[src/rtl/mem_lsu_pkg.sv]
// mem_lsu_pkg: shared types for the memory-stage load/store unit.
//   RamAddress / Word : byte-address and data-word types
//   LsuState          : IDLE / MERGE sequencer states
//   MemFunct3         : RV32I load/store width encodings
//   word_address()    : clears the byte-offset bits of an address
package mem_lsu_pkg;

  localparam int RAM_ADDR_W = 16;
  localparam int DATA_W     = 32;

  typedef logic [RAM_ADDR_W-1:0] RamAddress;
  typedef logic [DATA_W-1:0]     Word;

  typedef enum logic {
    LSU_IDLE  = 1'b0,
    LSU_MERGE = 1'b1
  } LsuState;

  typedef enum logic [2:0] {
    F3_B  = 3'b000,
    F3_H  = 3'b001,
    F3_W  = 3'b010,
    F3_BU = 3'b100,
    F3_HU = 3'b101
  } MemFunct3;

  function automatic RamAddress word_address(input RamAddress addr);
    return {addr[RAM_ADDR_W-1:2], 2'b00};
  endfunction

endpackage

[src/rtl/lsu_extract.sv]
// lsu_extract: selects the addressed byte/halfword of a RAM word and
// sign- or zero-extends it according to funct3.
//   funct3 : RV32I load width code
//   offset : byte offset within the word (address bits [1:0])
//   word   : RAM read word
//   data   : extended load result (0 for unused codes)
module lsu_extract
  import mem_lsu_pkg::*;
(
  input  logic [2:0] funct3,
  input  logic [1:0] offset,
  input  Word        word,
  output Word        data
);

  logic signed [7:0]  byte_sel;
  logic signed [15:0] half_sel;

  always_comb begin
    case (offset)
      2'd0:    byte_sel = word[7:0];
      2'd1:    byte_sel = word[15:8];
      2'd2:    byte_sel = word[23:16];
      default: byte_sel = word[31:24];
    endcase
    // offset[0] is ignored for halfwords so unchecked accesses use the
    // naturally aligned halfword
    half_sel = offset[1] ? word[31:16] : word[15:0];

    case (funct3)
      F3_B:    data = {{24{byte_sel[7]}}, byte_sel};
      F3_BU:   data = {24'd0, byte_sel};
      F3_H:    data = {{16{half_sel[15]}}, half_sel};
      F3_HU:   data = {16'd0, half_sel};
      F3_W:    data = word;
      default: data = '0;
    endcase
  end

endmodule

[src/rtl/mem_lsu.sv]
// mem_lsu: memory-stage load/store unit in front of a single-port RAM with
// combinational read. Loads and word stores complete in the request cycle;
// byte/halfword stores read-modify-write over two cycles (one stall).
//   clk, reset (async, active-low)
//   req_valid/req_write/req_funct3/req_address/req_data : access request
//   load_data    : extended load result
//   stall        : hold the memory stage (request must stay stable)
//   misaligned   : current request is misaligned (CHECK_ALIGN=1 only)
//   error_sticky : set by any misaligned request, cleared by reset
//   ram_write_enable/ram_address/ram_in/ram_out : RAM port
module mem_lsu
  import mem_lsu_pkg::*;
#(
  parameter bit CHECK_ALIGN = 1'b1
)(
  input  logic       clk,
  input  logic       reset,
  input  logic       req_valid,
  input  logic       req_write,
  input  logic [2:0] req_funct3,
  input  RamAddress  req_address,
  input  Word        req_data,
  output Word        load_data,
  output logic       stall,
  output logic       misaligned,
  output logic       error_sticky,
  output logic       ram_write_enable,
  output RamAddress  ram_address,
  output Word        ram_in,
  input  Word        ram_out
);

  LsuState   state;
  RamAddress merge_addr;
  Word       merge_word;
  Word       extracted;
  Word       merged;

  logic is_b, is_h, is_w, is_bu, is_hu;
  logic op_ok, addr_bad, idle_req, bad_req, go;

  assign is_b  = (req_funct3 == F3_B);
  assign is_h  = (req_funct3 == F3_H);
  assign is_w  = (req_funct3 == F3_W);
  assign is_bu = (req_funct3 == F3_BU);
  assign is_hu = (req_funct3 == F3_HU);

  // Stores only have B/H/W; any other code is a silent no-op
  assign op_ok    = req_write ? (is_b | is_h | is_w)
                              : (is_b | is_h | is_w | is_bu | is_hu);
  assign addr_bad = ((is_h | is_hu) & req_address[0]) |
                    (is_w & (req_address[1:0] != 2'b00));

  // A request is only decoded in IDLE; in MERGE it is the held copy
  assign idle_req = req_valid & (state == LSU_IDLE);
  assign bad_req  = idle_req & op_ok & addr_bad & CHECK_ALIGN;
  assign go       = idle_req & op_ok & ~bad_req;

  assign misaligned       = bad_req;
  assign stall            = reset & go & req_write & ~is_w;
  assign ram_write_enable = reset & ((state == LSU_MERGE) | (go & req_write & is_w));
  assign ram_address      = (state == LSU_MERGE) ? merge_addr : word_address(req_address);
  assign ram_in           = (state == LSU_MERGE) ? merge_word : req_data;
  assign load_data        = (go & ~req_write) ? extracted : '0;

  lsu_extract u_extract (
    .funct3 (req_funct3),
    .offset (req_address[1:0]),
    .word   (ram_out),
    .data   (extracted)
  );

  // Replace the target lane of the current RAM word with the store data
  always_comb begin
    merged = ram_out;
    if (is_b) begin
      case (req_address[1:0])
        2'd0:    merged[7:0]   = req_data[7:0];
        2'd1:    merged[15:8]  = req_data[7:0];
        2'd2:    merged[23:16] = req_data[7:0];
        default: merged[31:24] = req_data[7:0];
      endcase
    end else if (req_address[1]) begin
      merged[31:16] = req_data[15:0];
    end else begin
      merged[15:0] = req_data[15:0];
    end
  end

  // Sequencer and merge registers
  always_ff @(posedge clk or negedge reset) begin
    if (!reset) begin
      state        <= LSU_IDLE;
      merge_addr   <= '0;
      merge_word   <= '0;
      error_sticky <= 1'b0;
    end else begin
      if (bad_req)
        error_sticky <= 1'b1;
      case (state)
        LSU_IDLE: begin
          if (stall) begin
            state      <= LSU_MERGE;
            merge_addr <= word_address(req_address);
            merge_word <= merged;
          end
        end
        default: state <= LSU_IDLE;
      endcase
    end
  end

endmodule

[config.mk]
export PLATFORM = sky130hd
export DESIGN_NAME = mem_lsu
export DESIGN_NICKNAME = d
export VERILOG_FILES = /design/src/rtl/mem_lsu_pkg.sv /design/src/rtl/lsu_extract.sv /design/src/rtl/mem_lsu.sv
export SDC_FILE = /design/constraint.sdc
export NUM_CORES = 1
export LEC_CHECK = 0
export CORE_MARGIN = 2
export CORE_UTILIZATION = 40
export DETAILED_ROUTE_END_ITERATION = 6
export HOLD_SLACK_MARGIN = 0.1
export PLACE_DENSITY = 0.82
export SYNTH_ARGS = -nofsm -noshare
export SYNTH_HDL_FRONTEND = slang
export SYNTH_SLANG_ARGS = --single-unit
export TNS_END_PERCENT = 1
[constraint.sdc]
create_clock -name clk -period 2.5 [get_ports clk]
set_input_delay 0.5 -clock clk [delete_from_list [all_inputs] [get_ports clk]]
set_output_delay 0.5 -clock clk [all_outputs]
set_load 0.02 [all_outputs]
# After elaboration in Yosys (flattened, before gate mapping)
# Cells that the tools add are included.
# Widths: inputs -> output; s select.
dict set report totals {
  wordCells 55
  output_inout_bits 84
  regBits 48
  in_bits 87
}
dict set report classes {
  muxes 16
  n_reduce_logical 5
  n_bitwise 24
  eq_ne 6
}
# cell count
set ops {}
lappend ops {{$pmux 32 s5} 1}
lappend ops {{$mux 32} 3}
lappend ops {{$mux 16} 4}
lappend ops {{$mux 8} 4}
lappend ops {{$pmux 8 s3} 1}
lappend ops {{$and 1x1->1} 13}
lappend ops {{$or 1x1->1} 7}
lappend ops {{$eq 3x3->1 const B} 2}
lappend ops {{$not 1->1} 4}
lappend ops {{$eq 3x1->1 const B} 1}
lappend ops {{$eq 3x2->1 const B} 1}
lappend ops {{$logic_not 3->1} 1}
lappend ops {{$mux 1} 3}
lappend ops {{$reduce_or 3->1} 1}
lappend ops {{$eq 2x1->1 const B} 1}
lappend ops {{$eq 2x2->1 const B} 1}
lappend ops {{$logic_not 2->1} 1}
lappend ops {{$reduce_and 2->1} 1}
lappend ops {{$reduce_bool 2->1} 1}

# Logic depth before layout (Yosys ltp)
dict set report logic_depth {
  word_depth 15
  ltp_mapped 8
  ltp_nobuf 5
}

# Cells and area by module
# From an unflattened synthesis, not the netlist that was laid out.
dict set report unflattened {
  cells_unflattened 427
  hier_area_um2 4090.2
}
# module cells_each seq_area_each_um2 area_each_um2 n_inst
set by_module_without_submodules {}
lappend by_module_without_submodules {mem_lsu 293 1201.2 3019.1 1}
lappend by_module_without_submodules {lsu_extract 134 0.0 1071.0 1}

# Worst setup path after synthesis
# Ideal clock, no wire load.
dict set report synth_path {
  kind {input-to-output}
  start {in req_funct3[0]}
  end {out load_data[14]}
  required_time_ns 2.000
  t_arrival_ns 1.860
  setup_slack_ns 0.140
  path_stages 6
  n_path_buf 2
  path_cell_list {buf_6 -> or2_4 -> a211oi_4 -> nand3_2 -> buf_6 -> a21oi_1}
}
dict set report synth_via {
  elab_chain_cells 12
  word_cells_on_any_way 21
  cone_classes {4 x eq/ne; 3 x mux; 13 x bitwise; 1 x reduce/logical}
}
# item line_no
set synth_lines {}
lappend synth_lines {{start, declared} mem_lsu.sv:20} ;# input logic [2:0] req_funct3,
lappend synth_lines {{$eq 3x1->1 / $logic_not 3->1 (equally long branches)} {lsu_extract.sv:30, mem_lsu.sv:43, mem_lsu.sv:42}}
lappend synth_lines {{$or 1x1->1 (2 in series)} {mem_lsu.sv:49, mem_lsu.sv:50}}
lappend synth_lines {{$or 1x1->1 (2 in series)} mem_lsu.sv:50} ;# : (is_b | is_h | is_w | is_bu | is_hu);
lappend synth_lines {{$mux 1} mem_lsu.sv:49} ;# assign op_ok = req_write ? (is_b | is_h | is_w)
lappend synth_lines {{$and 1x1->1} {mem_lsu.sv:56, mem_lsu.sv:57}}
lappend synth_lines {{$and 1x1->1} mem_lsu.sv:56} ;# assign bad_req = idle_req & op_ok & addr_bad & CHECK_ALIGN;
lappend synth_lines {{$not 1->1} mem_lsu.sv:57} ;# assign go = idle_req & op_ok & ~bad_req;
lappend synth_lines {{$and 1x1->1} mem_lsu.sv:57}
lappend synth_lines {{$and 1x1->1} mem_lsu.sv:64} ;# assign load_data = (go & ~req_write) ? extracted : '0;
lappend synth_lines {{$mux 32 (*)} mem_lsu.sv:64}
lappend synth_lines {{end, declared} mem_lsu.sv:23} ;# output Word load_data,
# Mark *: on every way between the ends. The rest lies on a longest branch, timed or not.

# Final worst setup path
dict set report layout_path {
  start {in ram_out[16]}
  end {out load_data[0]}
}
dict set report layout_via {
  elab_chain_cells 3
  word_cells_on_any_way 4
  cone_classes {4 x mux}
}
# item line_no
set layout_lines {}
lappend layout_lines {{start, declared} mem_lsu.sv:30} ;# input Word ram_out
lappend layout_lines {{$pmux 8 s3 / $mux 16 (equally long branches)} {lsu_extract.sv:20, lsu_extract.sv:28}}
lappend layout_lines {{$pmux 32 s5 (*)} lsu_extract.sv:30} ;# case (funct3)
lappend layout_lines {{$mux 32 (*)} mem_lsu.sv:64}
# Marks and branches as above.

==> impl_table.tex <==
\begin{tabular}{lr}
\hline
Metric & Value \\
\hline
\multicolumn{2}{l}{\textbf{Detailed routing}} \\
TritonRoute pass-1 iters & 7 \\
Wire length per cell & just under 20 microns \\
DRC violations left & 1 \\
Via density per instance & 5.677 \\
Via count & 4218 \\
Antenna-violating nets left & 0 \\
Sum of routed wire length over all layers & 14400 microns \\
Count of routing violations after the opening detailed-route iteration & 273 \\
\multicolumn{2}{l}{\textbf{Placement}} \\
Number of port buffers & 168 \\
Post-DP HPWL & approximately 11000 microns \\
DP Cell Count & approximately 730 \\
Routability congestion estimate from global placement & between 0.9 and 1 \\
\multicolumn{2}{l}{\textbf{Setup path}} \\
Data arrival, critical path & 2.02 ns \\
Critical path class & primary input to primary output \\
Reg-to-Reg End & merge\_word[31] \\
Worst path cell trace & clkdlybuf4s50\_1, mux4\_2, a222oi\_1, nor2\_1, buf\_4 \\
Worst r2r path cells & 7 \\
FF-to-FF Start & state \\
Required time worst endpoint & roughly 2 ns \\
Critical path capture point type & primary output \\
Crit-path max FO & 2 \\
Setup slack, reg-to-reg & 0.51 ns \\
First element of the critical path & ram\_out[16] \\
Kind of start point of the critical path & primary input \\
Critical path's largest stage delay & 0.49 ns \\
Max stage delay cell, worst path & mux4\_2 \\
\multicolumn{2}{l}{\textbf{Clock network}} \\
Clock transition at the registers of the reported paths & 0.09 ns \\
Post-CTS Hold Fix Bufs & 0 \\
Root buffer cell & clkbuf\_8 \\
TritonCTS clock tree & done \\
Clock latency of the later-clocked register in the worst-skew pair & 0.30 ns \\
CTS H-Tree Depth & 2 \\
Maximum number of buffers from clock root to sink & 2 \\
Sinks on the clock net & between 40 and 50 \\
TritonCTS buffer count & 5 \\
\multicolumn{2}{l}{\textbf{Synthesis}} \\
EDFF count, synth & 0 \\
Top-area cell type share of the netlist area & around a third \\
Most frequent cell after synthesis & nand2\_1 \\
Average instance area after synthesis & approximately 8.6 sq um \\
Count of yosys warnings during synthesis & 0 \\
Most area-hungry cell type in the Yosys netlist & dfrtp\_1 \\
FF+latch count, synth & 48 \\
Async set-reset flop share out of synthesis & 100.0\% \\
Share of the yosys chip area belonging to registers & 33.32\% \\
Dominant cells by area after synthesis & dfrtp\_1, mux2\_2, nand2\_1 \\
Mapped Area & 0.003605 sq mm \\
Number of distinct library cells after synthesis & 42 \\
Top post-synthesis cells by count & nand2\_1, a21oi\_1, mux2\_2 \\
Synth Instances & 418 \\
Ys flop type & dfrtp\_1 \\
\multicolumn{2}{l}{\textbf{Die}} \\
Io pins & between 150 and 200 \\
Overall die area & 0.009787 sq mm \\
Number of standard-cell rows in the floorplan & 34 \\
Core Area & 0.008721 sq mm \\
Starting Density & 41.33\% \\
Chip width & 98.93 microns \\
Die Ht & about 99 microns \\
\multicolumn{2}{l}{\textbf{Cells and area}} \\
Non-filler cells in the finished layout & $\sim$740 \\
Number of fill cells in the layout & 715 \\
Number of diodes added for antenna fixing & 0 \\
Share of layout cells above drive strength 1 & 33.70\% \\
Area of the multi-input gates & 0.002337 sq mm \\
Post-layout net count & 721 \\
Area of all sequential standard cells & between 0.001 and 0.0015 sq mm \\
Area added between synthesis and finish & 64.56\% \\
\multicolumn{2}{l}{\textbf{Global route}} \\
Number of antenna violations at the first check in global routing & 0 \\
GRT Util Overall & 28.62\% \\
Largest net degree at the start of global routing & 57 \\
GRT overflow & 0 \\
Global-route wire length before repair & 22220 microns \\
Via count of the first global-routing pass & 4228 \\
\multicolumn{2}{l}{\textbf{Pwr}} \\
Switching part of the total & 33.73\% \\
Internal power & between 1.5 and 2 mW \\
Switch Pwr & 826.3 uW \\
Total power & 2.449 mW \\
Clock power share & between 20\% and 30\% \\
Register share of total power & between 40\% and 50\% \\
Peak ir drop on the vdd network & 0.2752 mV \\
Areal power density over the cells & 412.9 mW/mm\^{}2 \\
Comb power frac & 36.4\% \\
Leakage dissipation & about 2.8 nW \\
\multicolumn{2}{l}{\textbf{Timing}} \\
Setup slack of the critical path after layout & -0.01604 ns \\
Max-slew violation count & 0 \\
Hold Fails Final Rpt & 0 \\
Count of final setup violators & 2 \\
Setup repair after global routing missed its margin & true \\
Fraction of the cycle the final worst path needs & 100.6\% \\
Achievable clock frequency & roughly 400 MHz \\
Max-slew headroom & 55.37\% \\
Clock Skew & 0.002676 ns \\
Minimum clock period & 2.516 ns \\
Transition time of the tightest slew-check pin & 0.6694 ns \\
\multicolumn{2}{l}{\textbf{Status}} \\
Result of the run & complete, but fails checks \\
Violations in the final reports & design-rule violations, negative setup slack \\
\multicolumn{2}{l}{\textbf{Job}} \\
MaxCap Viol Count & 0 \\
\multicolumn{2}{l}{\textbf{Min path}} \\
HP Class & primary input to async pin \\
\hline
\end{tabular}
registers in the layout (all words and copies together), names as in the netlist:
| signal | cells |
|---|---|
| error_sticky | 1 |
| state | 1 |
| merge_addr | 14 |
| merge_word | 32 |
power groups by stage:
stage               clock network [mW]  logic (mW)  registers (mW)
CTS                              0.511       0.886            1.05
finish                           0.503       0.893            1.05
global route                     0.548       0.971            1.07
global placement                     0       0.869            1.06
detailed placement                   0       0.893            1.07
floorplan                            0       0.447            1.03
cells in the final DEF, fill, tap and decap left out, types with 3 or more instances in the layout:
master           Yosys  routed
dfrtp_1             48      47
a21oi_2              2       8
inv_1                3       3
o22ai_1              7       7
o21ai_0             22      22
mux4_2               7       7
dlygate4sd2_1        0      41
clkdlybuf4s50_1      0      70
mux2i_2              0       3
a222oi_1             8       8
buf_6                3       5
nand2b_1             9       9
buf_2               13      12
nor2_2               1       6
dlymetal6s2s_1       0      17
clkbuf_8             0       6
buf_12               0       4
a22oi_1              8       8
nand2_1             93      93
nor2_1              33      28
mux2_2              53      53
buf_4                7      85
a21oi_1             58      51
a21o_1               4       4
clkbuf_2             0       4
worst max-delay path, delay by kind of cell:
family / cells / cell delay, ns
AOI/OAI and AO/OA: 1 / 0.28
buffers and inverters: 2 / 0.65
muxes: 1 / 0.49
and+or+nand+nor: 1 / 0.10
worst max path at each step:
stage	cells after the start	to
final	5	load_data[0]
after global routing	5	load_data[5]
after CTS	7	load_data[28]
after detailed placement	7	load_data[18]
after global placement	7	load_data[19]
after floorplan	6	load_data[14]
metal layers:
layer / GRT usage [%] / wire length (microns) / vias up
li1: - / - / 1917
met1: 38.03 / 5943 / 2042
met2: 47.09 / 6916 / 226
met3: 5.461 / 1177 / 33
met4: 9.378 / 364 / 0
met5: 0 / 0 / -
logic make-up (layout without fill, tap and decap cells):
kind of cell    after synthesis  in the layout  share of synthesized area, %
other cells                   1              2                        0.1040
compound gates              116            116                         19.61
mux                          65             65                         22.32
flops                        48             48                         33.32
simple gates                151            152                         18.99
buf+inv                      37            252                         5.658
stage by stage:
stage	setup TNS [ns]	setup slack, ns	cell area, sq um	utilization (%)	hold WS, ns
floorplan	0	0.1396	3608	-	0.2044
global placement	-28.31	-0.8640	5773	66.20	0.4539
detailed placement	-32.02	-1.035	5773	66.20	0.4606
CTS	-2.097	-0.1604	5862	67.22	0.3980
global route	-0.2277	-0.08015	5932	68.02	0.4241
finish	-0.02298	-0.01604	5932	68.02	0.3832
repair_timing:
action / in CTS / in global routing
buffers inserted: 4 / 1
endpoints found under the setup margin: 73 / 34
gates cloned: 1 / 0
pin swaps: 5 / 9
resized for setup: 218 / 49
area by class of cell:
cell class	instances	share of cell area [%]
Multi-Input combinational cell	335	39.40
Sequential cell	48	20.27
Clock buffer	6	1.392
Clock inverter	2	0.2320
Tap cell	108	2.278
Inverter	4	0.2531
Timing Repair Buffer	240	36.17
Note: power is estimated with default switching activity, not from simulation.
==> variant 1, RTL diff (same flow settings) <==
The parameter `CHECK_ALIGN` goes from 1'b1 to 1'b0.
--- a/src/rtl/mem_lsu.sv
+++ b/src/rtl/mem_lsu.sv
@@ -12,5 +12,5 @@
   import mem_lsu_pkg::*;
 #(
-  parameter bit CHECK_ALIGN = 1'b1
+  parameter bit CHECK_ALIGN = 1'b0
 )(
   input  logic       clk,
Formal check against the unedited RTL: not equivalent (a bounded check fails within 4 cycles, from zero or initial values and one cycle with reset low).
==> variant 1 against the unedited design <==
  * Wire length fell by 5.1%
  * Sequential power shrank 4%
  * Hold slack worse by 13 ps
  * Cell count rose by 1.2%
  * Non-clock buffer count decreased by 12
  * Sequential cell count fell by 1
  * Worst setup slack improved by 77 ps
  * Clock skew is 4.3 ps higher
  * Core utilization down 1.7 points
  * Area after synthesis rose by 1.1%
  * Total power grew 1.8%
  * Design area is 2.0% lower
==> variant 1: results (changes against the unedited design) <==
Pwr
  – Static leakage power: 0.00276 uW (was 0.00278 uW)
  – Maximum ir drop on the vdd rail: 0.000277 V (was 0.000275 V)

Synth
  – Mapped Avg Cell Area: 8.32 um2 (was 8.62 um2)
  – Unique cell type count in the Yosys netlist: 37 (was 42)
  – Async SR Flop Fraction: 100% (unchanged)
  – Post-synthesis sequential area ratio: 32.3% (was 33.3%)
  – Top cells by instance count after synthesis: 93 x sky130_fd_sc_hd__nand2_1, 76 x sky130_fd_sc_hd__a21oi_1, 68 x sky130_fd_sc_hd__mux2_2, 47 x sky130_fd_sc_hd__dfrtp_1, 44 x sky130_fd_sc_hd__nor2_1 (was 93 x sky130_fd_sc_hd__nand2_1, 58 x sky130_fd_sc_hd__a21oi_1, 53 x sky130_fd_sc_hd__mux2_2, 48 x sky130_fd_sc_hd__dfrtp_1, 33 x sky130_fd_sc_hd__nor2_1)
  – Top cells by area in the synthesized netlist: sky130_fd_sc_hd__dfrtp_1 32%, sky130_fd_sc_hd__mux2_2 21%, sky130_fd_sc_hd__a21oi_1 10% (was sky130_fd_sc_hd__dfrtp_1 33%, sky130_fd_sc_hd__mux2_2 17%, sky130_fd_sc_hd__nand2_1 9.7%)

Route
  – DRT Wirelength: 13.7 mm (was 14.4 mm)
  – Violation count after the first detailed-routing iteration: 227 (was 273)
  – Via count: 4143 (was 4218)
  – Number of detailed-routing iterations run before antenna repair: 6 (was 7)

Place
  – Count of placed standard cells including taps: 741 (was 729)
  – Number of I/O port buffers: 166 (was 168)
  – DP Wirelength: 10.2 mm (was 11.1 mm)
  – GPL Wtd Cong: 0.923 (was 0.946)

Cells and area
  – NumNets Final: 730 (was 721)
  – Ratio of cells with drive above 1 in the final layout: 29.7% (was 33.7%)
  – Largest registers in the final layout: merge_word (32), merge_addr (14), state (1) (was merge_word (32), merge_addr (14))
  – Final standard cell count with taps included and fillers excluded: 752 (was 743)

Outcome
  – Run status: finished clean (was complete, but fails checks)

Timing
  – Final setup skew: 6.98 ps (was 2.68 ps)
  – Slew at the pin with the worst max-slew slack: 711 ps (was 669 ps)

Global route
  – Number of antenna violations at the first check in global routing: 0 (unchanged)
  – Maximum number of pins on one net before global-route repair: 64 (was 57)

Worst setup path
  – CP arrival: 1940 ps (was 2020 ps)
  – Master of the slowest instance on the critical path: sky130_fd_sc_hd__dlygate4sd2_1 (was sky130_fd_sc_hd__mux4_2)
  – Worst-path maximum fanout: 32 (was 2)
  – CP max stage delay: 360 ps (was 490 ps)
## variant 1: cell count changes after synthesis, sizes merged, moves of 5 or more
cell,change
mux2,+15
mux4,-6
o22ai,-7
nor2,+10
a21oi,+16
o21ai,-7
nand2b,-5
mux2i,+12
## variant 1: through the flow
step | setup TNS (ps) | setup WS (ps) | area [um2] | hold slack (ps) | util (%)
2_1_floorplan | 0 | 228 | 3660 | 204 | -
3_3_place_gp | -18880 | -577 | 5750 | 454 | 65.6
3_5_place_dp | -19160 | -619 | 5750 | 464 | 65.6
4_1_cts | -18.7 | -18.7 | 5800 | 384 | 66.1
5_1_grt | 0 | 0.761 | 5810 | 416 | 66.3
6_report | 0 | 60.7 | 5810 | 370 | 66.3
## variant 1: metal layers
layer	track usage, %	vias up	part of all wire [%]
met5	0	-	0
met4	4.74	0	1.2
met3	5.27	14	7.6
met2	44.7	160	49
met1	36.8	2026	42
li1	-	1943	-
## variant 1: final timing paths
path	start	end	slack, ps	depth (start not counted)
max	req_funct3[2]	load_data[6]	60	7
min	reset	state	370	2
max reg2reg	state	merge_word[21]	860	5
min reg2reg	merge_word[15]	merge_word[15]	480	2
max in group asynchronous	reset	merge_word[10]	1700	2
min in group clk	merge_word[15]	merge_word[15]	480	2
## variant 1: layout make-up
class,instances,area (um2)
Clock buffer,5,68.8
Timing Repair Buffer,228,2040
Sequential cell,47,1180
Multi-Input combinational cell,358,2330
Tap cell,108,135
Inverter,3,11.3
Fill cell,772,2950
Clock inverter,3,46.3
## variant 1: logic make-up after synthesis
logic type | count (synthesis) | share of synthesized area, %
flip-flops | 47 | 32.3
buffers and inverters | 37 | 5.39
other | 1 | 0.103
AND/OR/NAND/NOR | 152 | 17.8
multiplexers | 86 | 26.3
AO/OA/AOI/OAI | 115 | 18.1
## variant 1: what timing repair did
action | CTS | global route
gates cloned | 2 | 0
buffers inserted | 1 | 0
endpoints found under the setup margin | 34 | 33
gates resized for setup | 140 | 26
pin swaps | 4 | 5
## variant 1: power by group
part           internal, uW  switching [uW]
sequential              925            87.9
combinational           456             432
clock                   302             290
==> variant 2, RTL diff (same flow settings) <==
Made on the original files. Put one more register stage on the output `error_sticky`, cleared by the reset. The value now appears one clock later. The other outputs are not delayed to match.
--- a/src/rtl/mem_lsu.sv
+++ b/src/rtl/mem_lsu.sv
@@ -30,4 +30,6 @@
   input  Word        ram_out
 );
+
+  logic error_sticky_s0;
 
   LsuState   state;
@@ -94,8 +96,8 @@
       merge_addr   <= '0;
       merge_word   <= '0;
-      error_sticky <= 1'b0;
+      error_sticky_s0 <= 1'b0;
     end else begin
       if (bad_req)
-        error_sticky <= 1'b1;
+        error_sticky_s0 <= 1'b1;
       case (state)
         LSU_IDLE: begin
@@ -111,4 +113,12 @@
   end
 
+  always_ff @(posedge clk or negedge reset) begin
+    if (!reset) begin
+      error_sticky <= '0;
+    end else begin
+      error_sticky <= error_sticky_s0;
+    end
+  end
+
 endmodule
 
Function: changed (Yosys sat finds a counterexample within 4 cycles, from zero or initial values and one cycle with reset low).
==> variant 2 against the unedited design <==
  * The flow finishes with violations (setup timing)
  * Cell count grew 0.94%
  * Non-clock buffer count is 7 higher
  * Wire length rose by 3.9%
  * Total power increased by 1.8%
  * Design area increased by 2.6%
  * Hold slack about the same
  * Worst setup slack got worse by 7.5 ps
  * Area after synthesis is 0.69% higher
  * Via count increased by 0.71%
  * Sequential cell count up 1
  * First-iteration DRC count rose by 50%
  * Critical path type unchanged
  * Largest cell class unchanged
==> variant 2: results (changes against the unedited design) <==
Timing
  – Least setup slack across all paths after layout: -23.5 ps (was -16.0 ps)
  – Final-layout setup total negative slack: -44.3 ps (was -23.0 ps)
  – Setup violations, final: 2 (unchanged)
  – Final setup skew: 7.86 ps (was 2.68 ps)

Outcome
  – Run status: complete, but fails checks (unchanged)
  – Failing checks: setup timing (was DRC, setup timing)

Route
  – Via count: 4248 (was 4218)
  – M1 WL: 6.14 mm (was 5.94 mm)
  – Detailed route wirelength on metal3: 1.12 mm (was 1.18 mm)
  – DRT Wirelength: 15.0 mm (was 14.4 mm)
  – Violation count after the first detailed-routing iteration: 409 (was 273)

Pwr
  – Sw Share: 34.8% (was 33.7%)
  – Power drawn by the combinational cells: 915 uW (was 893 uW)
  – Static leakage power: 0.00284 uW (was 0.00278 uW)

Global route
  – Wire length of the first global-routing pass: 22.3 mm (was 22.2 mm)
  – GR Util All Layers: 28.8% (was 28.6%)
  – Via count of the first global-routing pass: 4262 (was 4228)
  – GRT met2 Usage: 48.4% (was 47.1%)

Cells and area
  – Final standard cell count with taps included and fillers excluded: 750 (was 743)
  – Layout clock area frac: 1.56% (was 1.62%)
  – NumNets Final: 728 (was 721)
  – Non-clk bufs: 247 (was 240)

Synth
  – Multiplexer area fraction after synthesis: 22.2% (was 22.3%)
  – Top cells by area in the synthesized netlist: sky130_fd_sc_hd__dfrtp_1 34%, sky130_fd_sc_hd__mux2_2 16%, sky130_fd_sc_hd__nand2_1 9.6% (was sky130_fd_sc_hd__dfrtp_1 33%, sky130_fd_sc_hd__mux2_2 17%, sky130_fd_sc_hd__nand2_1 9.7%)
  – Fraction of the mapped netlist area in compound gates: 19.5% (was 19.6%)

Clock network
  – Worst-path clk slew: 110 ps (was 90 ps)
-- variant 2: changes by cell type after synthesis, sizes merged --
cell	unedited run	this run
dfrtp	48	49
-- variant 2: stage by stage --
stage | utilization [%] | setup slack [ps] | area (um2) | total power (uW)
after global placement | 66.1 | -907 | 5800 | 1950
after detailed placement | 66.1 | -919 | 5800 | 1980
final | 69.5 | -23.5 | 6090 | 2490
after CTS | 67.4 | -76.0 | 5910 | 2470
after global routing | 69.5 | -26.1 | 6090 | 2620
after floorplan | - | 140 | 3630 | 1500
-- variant 2: final timing paths --
kind | cells after the start | from | to | slack (ps)
max | 5 | ram_out[28] | load_data[4] | -20
min | 2 | reset | merge_addr[5] | 380
max reg2reg | 7 | state | merge_word[28] | 540
min reg2reg | 0 | error_sticky_s0 | error_sticky | 390
max in group asynchronous | 2 | reset | state | 1650
min in group clk | 0 | error_sticky_s0 | error_sticky | 390
